### config.mk
export PLATFORM = sky130hd
export DESIGN_NAME = unidade_controle_flat
export DESIGN_NICKNAME = d
export VERILOG_FILES = /design/src/rtl/unidade_controle_if.sv /design/src/rtl/unidade_controle.sv /design/src/flat_wrapper.sv
export SDC_FILE = /design/constraint.sdc
export NUM_CORES = 1
export LEC_CHECK = 0
export ABC_CLOCK_PERIOD_IN_PS = 2700
export BUFFER_PORTS_ARGS = -buffer_cell sky130_fd_sc_hd__buf_2
export CAP_MARGIN = 30
export CORE_MARGIN = 5
export CORE_UTILIZATION = 40
export CTS_CLUSTER_SIZE = 16
export DETAILED_ROUTE_END_ITERATION = 10
export PLACE_DENSITY = 0.74
export SLEW_MARGIN = 20
export SYNTH_ARGS = -nofsm -noshare
export SYNTH_HDL_FRONTEND = slang
export SYNTH_SLANG_ARGS = --single-unit
export TNS_END_PERCENT = 5
### constraint.sdc
create_clock -name clock -period 2.7 [get_ports clock]
set_input_delay 0.135 -clock clock [delete_from_list [all_inputs] [get_ports clock]]
set_output_delay 0.135 -clock clock [all_outputs]
set_load 0.005 [all_outputs]
### src/rtl/unidade_controle_if.sv
// Control/status bundle between the multicycle control unit and the RV64 datapath.
// The master modport is the controller side; the slave modport is the datapath/bench side.
interface unidade_controle_if #(
  parameter int CNT_W = 16
);
  logic             run;
  logic [6:0]       opcode;
  logic             flag;
  logic             we_pc;
  logic             we_ir;
  logic             we_reg;
  logic             we_mem;
  logic             sel_mux1;
  logic             sel_mux2;
  logic             sel_pc;
  logic             busy;
  logic             illegal;
  logic [CNT_W-1:0] instr_count;

  modport master (
    input  run, opcode, flag,
    output we_pc, we_ir, we_reg, we_mem,
    output sel_mux1, sel_mux2, sel_pc,
    output busy, illegal, instr_count
  );

  modport slave (
    output run, opcode, flag,
    input  we_pc, we_ir, we_reg, we_mem,
    input  sel_mux1, sel_mux2, sel_pc,
    input  busy, illegal, instr_count
  );
endinterface

### src/rtl/unidade_controle.sv
// Multicycle control unit for the RV64 datapath: sequences fetch/decode/execute/
// memory/write-back, counts retired instructions and halts on unsupported opcodes.
//
//   state     | meaning
//   ----------+----------------------------------------------
//   IDLE      | parked, waiting for run
//   FETCH     | load IR from instruction memory
//   DECODE    | classify opcode, latch class
//   EXEC      | ALU settles (R/I)
//   WB_ALU    | write ALU result, PC+4, retire
//   ADDR      | ALU computes rs1 + imm (LD/ST)
//   MEM_WR    | store to data memory, PC+4, retire
//   MEM_RD    | data memory read settles
//   WB_MEM    | write memory data, PC+4, retire
//   BRANCH    | PC <= flag ? PC+imm : PC+4, retire
//   ILLEGAL   | unsupported opcode, sticky until reset
module unidade_controle #(
  parameter int CNT_W = 16
) (
  input  logic                  clock,
  input  logic                  reset_n,
  unidade_controle_if.master    bus
);

  typedef enum logic [3:0] {
    S_IDLE,
    S_FETCH,
    S_DECODE,
    S_EXEC,
    S_WB_ALU,
    S_ADDR,
    S_MEM_WR,
    S_MEM_RD,
    S_WB_MEM,
    S_BRANCH,
    S_ILLEGAL
  } state_t;

  typedef enum logic [2:0] {
    C_R,
    C_I,
    C_LD,
    C_ST,
    C_BR
  } class_t;

  localparam logic [6:0] OP_R  = 7'b0110011;
  localparam logic [6:0] OP_I  = 7'b0010011;
  localparam logic [6:0] OP_LD = 7'b0000011;
  localparam logic [6:0] OP_ST = 7'b0100011;
  localparam logic [6:0] OP_BR = 7'b1100011;

  state_t           state_q, state_d;
  class_t           class_q, class_d;
  logic [CNT_W-1:0] cnt_q, cnt_d;

  class_t op_class;
  logic   op_valid;
  logic   retire;

  always_comb begin
    op_class = C_R;
    op_valid = 1'b1;
    unique case (bus.opcode)
      OP_R:    op_class = C_R;
      OP_I:    op_class = C_I;
      OP_LD:   op_class = C_LD;
      OP_ST:   op_class = C_ST;
      OP_BR:   op_class = C_BR;
      default: op_valid = 1'b0;
    endcase
  end

  always_ff @(posedge clock or negedge reset_n) begin
    if (!reset_n) begin
      state_q <= S_IDLE;
      class_q <= C_R;
      cnt_q   <= '0;
    end else begin
      state_q <= state_d;
      class_q <= class_d;
      cnt_q   <= cnt_d;
    end
  end

  always_comb begin
    state_d = state_q;
    class_d = class_q;
    cnt_d   = cnt_q;
    retire  = 1'b0;
    unique case (state_q)
      S_IDLE:   if (bus.run) state_d = S_FETCH;
      S_FETCH:  state_d = S_DECODE;
      S_DECODE: begin
        if (!op_valid) begin
          state_d = S_ILLEGAL;
        end else begin
          class_d = op_class;
          unique case (op_class)
            C_R, C_I:   state_d = S_EXEC;
            C_LD, C_ST: state_d = S_ADDR;
            default:    state_d = S_BRANCH;
          endcase
        end
      end
      S_EXEC:    state_d = S_WB_ALU;
      S_WB_ALU:  retire  = 1'b1;
      S_ADDR:    state_d = (class_q == C_LD) ? S_MEM_RD : S_MEM_WR;
      S_MEM_WR:  retire  = 1'b1;
      S_MEM_RD:  state_d = S_WB_MEM;
      S_WB_MEM:  retire  = 1'b1;
      S_BRANCH:  retire  = 1'b1;
      S_ILLEGAL: state_d = S_ILLEGAL;
      default:   state_d = S_IDLE;
    endcase
    // run is only honoured at instruction boundaries, so a retire with run high skips IDLE
    if (retire) begin
      cnt_d   = cnt_q + 1'b1;
      state_d = bus.run ? S_FETCH : S_IDLE;
    end
  end

  always_comb begin
    bus.we_pc    = 1'b0;
    bus.we_ir    = 1'b0;
    bus.we_reg   = 1'b0;
    bus.we_mem   = 1'b0;
    bus.sel_mux1 = (class_q == C_R) || (class_q == C_BR);
    bus.sel_mux2 = 1'b0;
    bus.sel_pc   = 1'b0;
    bus.busy     = 1'b1;
    bus.illegal  = 1'b0;
    unique case (state_q)
      S_IDLE: begin
        bus.busy     = 1'b0;
        bus.sel_mux1 = 1'b1;
      end
      S_FETCH: begin
        bus.we_ir    = 1'b1;
        bus.sel_mux1 = 1'b1;
      end
      S_DECODE: bus.sel_mux1 = 1'b1;
      S_WB_ALU: begin
        bus.we_reg = 1'b1;
        bus.we_pc  = 1'b1;
      end
      S_MEM_WR: begin
        bus.we_mem = 1'b1;
        bus.we_pc  = 1'b1;
      end
      S_WB_MEM: begin
        bus.we_reg   = 1'b1;
        bus.sel_mux2 = 1'b1;
        bus.we_pc    = 1'b1;
      end
      // flag goes straight through; the datapath must hold it stable until the edge
      S_BRANCH: begin
        bus.we_pc  = 1'b1;
        bus.sel_pc = bus.flag;
      end
      S_ILLEGAL: begin
        bus.busy    = 1'b0;
        bus.illegal = 1'b1;
      end
      default: ;
    endcase
  end

  assign bus.instr_count = cnt_q;

endmodule
### src/flat_wrapper.sv
// flat-port wrapper written by rule: the top's interface ports become plain ports
module unidade_controle_flat 
#(
  parameter int CNT_W = 16
)
  (clock, reset_n, bus_run, bus_opcode, bus_flag, bus_we_pc, bus_we_ir, bus_we_reg, bus_we_mem, bus_sel_mux1, bus_sel_mux2, bus_sel_pc, bus_busy, bus_illegal, bus_instr_count);
  unidade_controle_if #(.CNT_W(CNT_W)) bus_i ();
  input  logic clock;
  input  logic reset_n;
  input wire logic [$bits(bus_i.run)-1:0] bus_run;
  input wire logic [$bits(bus_i.opcode)-1:0] bus_opcode;
  input wire logic [$bits(bus_i.flag)-1:0] bus_flag;
  output wire logic [$bits(bus_i.we_pc)-1:0] bus_we_pc;
  output wire logic [$bits(bus_i.we_ir)-1:0] bus_we_ir;
  output wire logic [$bits(bus_i.we_reg)-1:0] bus_we_reg;
  output wire logic [$bits(bus_i.we_mem)-1:0] bus_we_mem;
  output wire logic [$bits(bus_i.sel_mux1)-1:0] bus_sel_mux1;
  output wire logic [$bits(bus_i.sel_mux2)-1:0] bus_sel_mux2;
  output wire logic [$bits(bus_i.sel_pc)-1:0] bus_sel_pc;
  output wire logic [$bits(bus_i.busy)-1:0] bus_busy;
  output wire logic [$bits(bus_i.illegal)-1:0] bus_illegal;
  output wire logic [$bits(bus_i.instr_count)-1:0] bus_instr_count;
  assign bus_i.run = bus_run;
  assign bus_i.opcode = bus_opcode;
  assign bus_i.flag = bus_flag;
  assign bus_we_pc = bus_i.we_pc;
  assign bus_we_ir = bus_i.we_ir;
  assign bus_we_reg = bus_i.we_reg;
  assign bus_we_mem = bus_i.we_mem;
  assign bus_sel_mux1 = bus_i.sel_mux1;
  assign bus_sel_mux2 = bus_i.sel_mux2;
  assign bus_sel_pc = bus_i.sel_pc;
  assign bus_busy = bus_i.busy;
  assign bus_illegal = bus_i.illegal;
  assign bus_instr_count = bus_i.instr_count;
  unidade_controle #(.CNT_W(CNT_W)) u_core (.clock(clock), .reset_n(reset_n), .bus(bus_i));
endmodule
# Word-level counts from Yosys, hierarchy flattened
# Index checks and enable logic that the tools add are counted.
[word_totals]
input_bits = 11
regBits = 23
wordCells = 57
output_inout_bits = 25
[op_classes]
n_eq_ne = 22
n_reduce_logical = 13
mux = 18
n_addsub = 1
[op_table]
columns = ["cell", "count"]
rows = [
  ["$pmux W4 S8", 1],
  ["$add A16 B1 Y16 const B", 1],
  ["$eq A4 B3 Y1 const B", 4],
  ["$eq A7 B6 Y1 const B", 2],
  ["$eq A4 B4 Y1 const B", 3],
  ["$mux W1", 12],
  ["$mux W4", 3],
  ["$pmux W3 S4", 1],
  ["$eq A3 B2 Y1 const B", 3],
  ["$eq A4 B2 Y1 const B", 2],
  ["$pmux W4 S2", 1],
  ["$reduce_or A2 Y1", 4],
  ["$eq A7 B2 Y1 const B", 1],
  ["$eq A7 B5 Y1 const B", 1],
  ["$eq A7 B7 Y1 const B", 1],
  ["$logic_not A3 Y1", 2],
  ["$reduce_or A5 Y1", 1],
  ["$eq A4 B1 Y1 const B", 1],
  ["$logic_not A4 Y1", 1],
  ["$reduce_and A2 Y1", 2],
  ["$reduce_or A4 Y1", 1],
  ["$eq A3 B1 Y1 const B", 1],
  ["$eq A3 B3 Y1 const B", 1],
  ["$ne A3 B3 Y1 const B", 1],
  ["other kinds (3)", 3],
]

# Logic depth before layout (Yosys ltp)
[depth]
word_depth = 8
ltp_mapped = 5
mapped_depth_nobuf = 5

# Worst setup path before layout
# No wires, ideal clock.
[synth_path]
path_kind = "register to register"
startpoint = "register u_core.state_q[2]"
endpoint = "register u_core.cnt_q[15], in the netlist u_core.bus.instr_count[15]"
setup_time_ns = 0.123
n_path_buf = 1
slack_ns = 1.092
t_arrival_ns = 1.485
path_stages_with_launch = 6
cell_sequence = "dfrtp_1 > buf_6 > or3b_4 > a211oi_4 > nand4_1 > xnor2_1"
[synth_via]
elab_chain_len = 3
word_cells_on_any_way = 6
cone_classes = "eq/ne (4); mux (1); reduce/logical (1)"
[synth_lines]
columns = ["element", "line", "rtl"]
rows = [
  ["from (decl)", "unidade_controle.sv:53", "state_t state_q, state_d;"],
  ["from (signal assigned)", "unidade_controle.sv:80", "state_q <= state_d;"],
  ["$eq A4 B3 Y1 or $eq A4 B4 Y1 (tied branches)", "unidade_controle.sv:91", "unique case (state_q)"],
  ["$reduce_or A4 Y1 (no source line) (*)", "-", ""],
  ["$mux W1 (*)", "unidade_controle.sv:91", ""],
  ["to (signal assigned)", "unidade_controle.sv:82", "cnt_q <= cnt_d;"],
  ["to (decl)", "unidade_controle.sv:55", "logic [CNT_W-1:0] cnt_q, cnt_d;"],
]
# Mark *: on every way between the ends. The rest lies on a longest branch, timed or not.
# A chain may end at the register's enable or synchronous reset.

# Worst setup path after layout
[layout_path]
startpoint = "register u_core.state_q[1]"
endpoint = "output bus_we_pc"
[layout_via]
elab_chain_len = 3
word_cells_on_any_way = 6
cone_classes = "eq/ne (4); mux (1); reduce/logical (1)"
[layout_lines]
columns = ["element", "line", "rtl"]
rows = [
  ["$eq A4 B3 Y1 or $eq A4 B4 Y1 (tied branches)", "unidade_controle.sv:133", "unique case (state_q)"],
  ["$reduce_or A4 Y1 (no source line) (*)", "-", ""],
  ["$mux W1 (*)", "unidade_controle.sv:133", ""],
  ["to (decl)", "flat_wrapper.sv:13", "output wire logic [$bits(bus_i.we_pc)-1:0] bus_we_pc;"],
]
# Marked as above.

==> metrics.txt <==
max_cap viols 0; clock root buffer clkbuf_4; Seq cells post-synth 23; Final Skew 13.49 ps; Seq. cell area 575.6 µm²; share of post-route cells with drive strength above 1 29.03%; largest fanout on the critical path 12; DIE HEIGHT 65.03 µm; vias in the first global route 1,026; final setup fails 0; part of the power in combinational logic a little under two fifths; CP Launch Type flop; n_diodes 0; Worst EP arrival 1690 ps; number of warning messages in the yosys log 0; Post-synth EDFFs 0; clk slew on worst S/H paths 120 ps; largest family of logic cells by synthesized area simple AND/OR/NAND/NOR gates; Vias/cell approximately 5.3; per-cell routed wire length 13.56 µm; Area contributors post-synth dfrtp_1, xnor2_1, nand4_1; via count around 1,000; Net Count, Synth 131; f_max between 500 and 600 MHz; Yosys top cell area share 47.52%; Core Area 0.002978 mm²; Post-synth ARST share between 90% and 100%; CTS Buf Count 3; post-synth cell types 33; Pwr Density 772.0 mW/mm²; minimum clock period after layout between 1500 and 2000 ps; outcome finished, final reports clean; Post-Synth Adder-Cell Area 1.033%; WP data required 2570 ps; Max-slew headroom 66.20%; most common flop cell mapped by yosys dfrtp_1; share of total power in the clock network around 14%; post-cts resize count 0; total gr overflow 0; GP Congestion between 0.8 and 0.9; P_int around 680 µW; Antenna Nets Post-Route 0; die width 65.03 µm; Max IR drop VDD 0.0003903 V; Fill cells 294; setup tns final 0 ps; TritonRoute pass-1 iters 4; TritonCTS Sinks 23; global-route wire length before repair between 4000 and 5000 µm; worst hold margin 113.2 ps; worst slew pin tran roughly 500 ps; I/O pin count 36; Post-Synth XOR/XNOR Area 13.02%; row count 20; I/O Buffers 35; Mapped Cells 119; CTS tree done; DRT Wirelength 2549 µm; synthesis-to-layout area growth 18.90%; Multi-input gate area 595.6 µm²; period utilization 67.60%; Final Hold Viols 0; # nets final between 150 and 200; post-synthesis mux area share less than 1%; commonest non-fill, non-tap cell in the layout buf_2; HPWL after DPL 1939 µm; Residual DRC 0; placed cells roughly 180; Post-Synthesis Mean Instance Area 10.18 µm²; synthesized cell area 0.001211 mm²; Synth Area in Simple Gates about a quarter; Total Routing Usage GR 12.71%; commonest cells after routing, fill and taps aside buf_2, dfrtp_1, xnor2_1; sw frac between 30% and 40%; unrepaired setup endpoints after global routing no; largest net degree at the start of global routing 24; Switch Pwr 432.0 µW; # H-tree levels 1; Cell Count, Final, Fillers Out between 150 and 200; initial antenna violation count 0; Die Area 0.004228 mm²; worst-case clock buffer depth 2; 1st-iter DRT viols 42; Hold Path Class primary input to flop; Synth Area in Compound Gates 8.884%; Leakage 0.6876 nW; Initial Utilization roughly two fifths; Yosys top cell by area dfrtp_1; Crit Path Category flop to output pin; sequential area share after synthesis 47.52%; clock latency on the worst-skew pair 310 ps; crit end category output pin; sequential power share between 40% and 50%; Final Max Tran Viols 0
[power by group through the flow]
stage               Sequential (mW)  Combinational, mW  Clock (mW)
floorplan                     0.492              0.317           0
global placement              0.536              0.406           0
detailed placement            0.544              0.420           0
CTS                           0.537              0.423       0.166
global route                  0.558              0.460       0.181
finish                        0.538              0.415       0.159
[final cells by class]
class | count | area share (%)
multi-input combinational | 88 | 41.36
sequential | 23 | 39.97
timing repair buffer | 36 | 12.86
tap | 33 | 2.867
clock buffer | 3 | 1.564
inverter | 4 | 1.043
clock inverter | 1 | 0.3475
[critical path, cell delays in order, from the launching register on]
cell and delay, ps:
dfrtp_1 540, or3b_4 480, nand2_1 200, buf_2 160
[registers in the layout, indices dropped and copies added (netlist names)]
| signal | flops |
|---|---|
| u_core.state_q | 4 |
| u_core.bus.instr_count | 16 |
| u_core.class_q | 3 |
[per-layer routing]
layer	routed length, µm	part of all wire [%]	global-route usage, %	vias to the layer above
li1	-	-	-	490
met1	1149	45	15.76	476
met2	1181	46	21.20	35
met3	201	7.9	4.853	2
met4	16	0.63	2.332	0
met5	0	0	0	-
[path summary, 6_finish.rpt]
kind / from / end / slack, ps / cells after the start
min in group asynchronous: reset_n / u_core.bus.instr_count[14] / 310 / 2
max in group asynchronous: reset_n / u_core.class_q[1] / 2040 / 2
setup reg to reg: u_core.state_q[1] / u_core.bus.instr_count[13] / 930 / 4
setup / recovery: u_core.state_q[1] / bus_we_pc / 870 / 3
hold / removal: bus_opcode[4] / u_core.state_q[2] / 110 / 2
hold reg to reg: u_core.bus.instr_count[15] / u_core.bus.instr_count[15] / 480 / 1
[timing repair]
item | in CTS | in global routing
hold buffers | 1 | 0
setup buffers | 0 | 0
endpoints found under the hold margin | 23 | 0
endpoints found under the setup margin | 0 | 0
[Yosys cell counts, types with 2 or more instances]
library cell and instances:
dfrtp_1 23, xnor2_1 16, nand2_1 11, nand3_1 9, nand4_1 8, nor2_1 8
nand2b_1 6, and3_1 4, inv_1 4, nor3_1 4, buf_2 2, or3b_4 2
xor2_1 2
[cell families (layout without fill, tap and decap cells)]
kind of cell               count (synthesis)  after routing
buffers and inverters                      8             44
and+or+nand+nor                           56             56
AOI/OAI and AO/OA                         12             12
adders and majority gates                  1              1
muxes                                      1              1
DFF                                       23             23
xor gates and xnor gates                  18             18
[metrics by stage]
stage	utilization [%]	area [µm²]	power [mW]	setup WS, ps
6_report	48.36	1440	1.112	874.7
5_1_grt	48.36	1440	1.199	771.7
4_1_cts	48.36	1440	1.126	864.9
3_5_place_dp	47.10	1403	0.9635	914.0
3_3_place_gp	47.10	1403	0.9419	957.6
2_1_floorplan	-	1211	0.8098	1092
No activity file was read; power rests on OpenSTA's default activity.
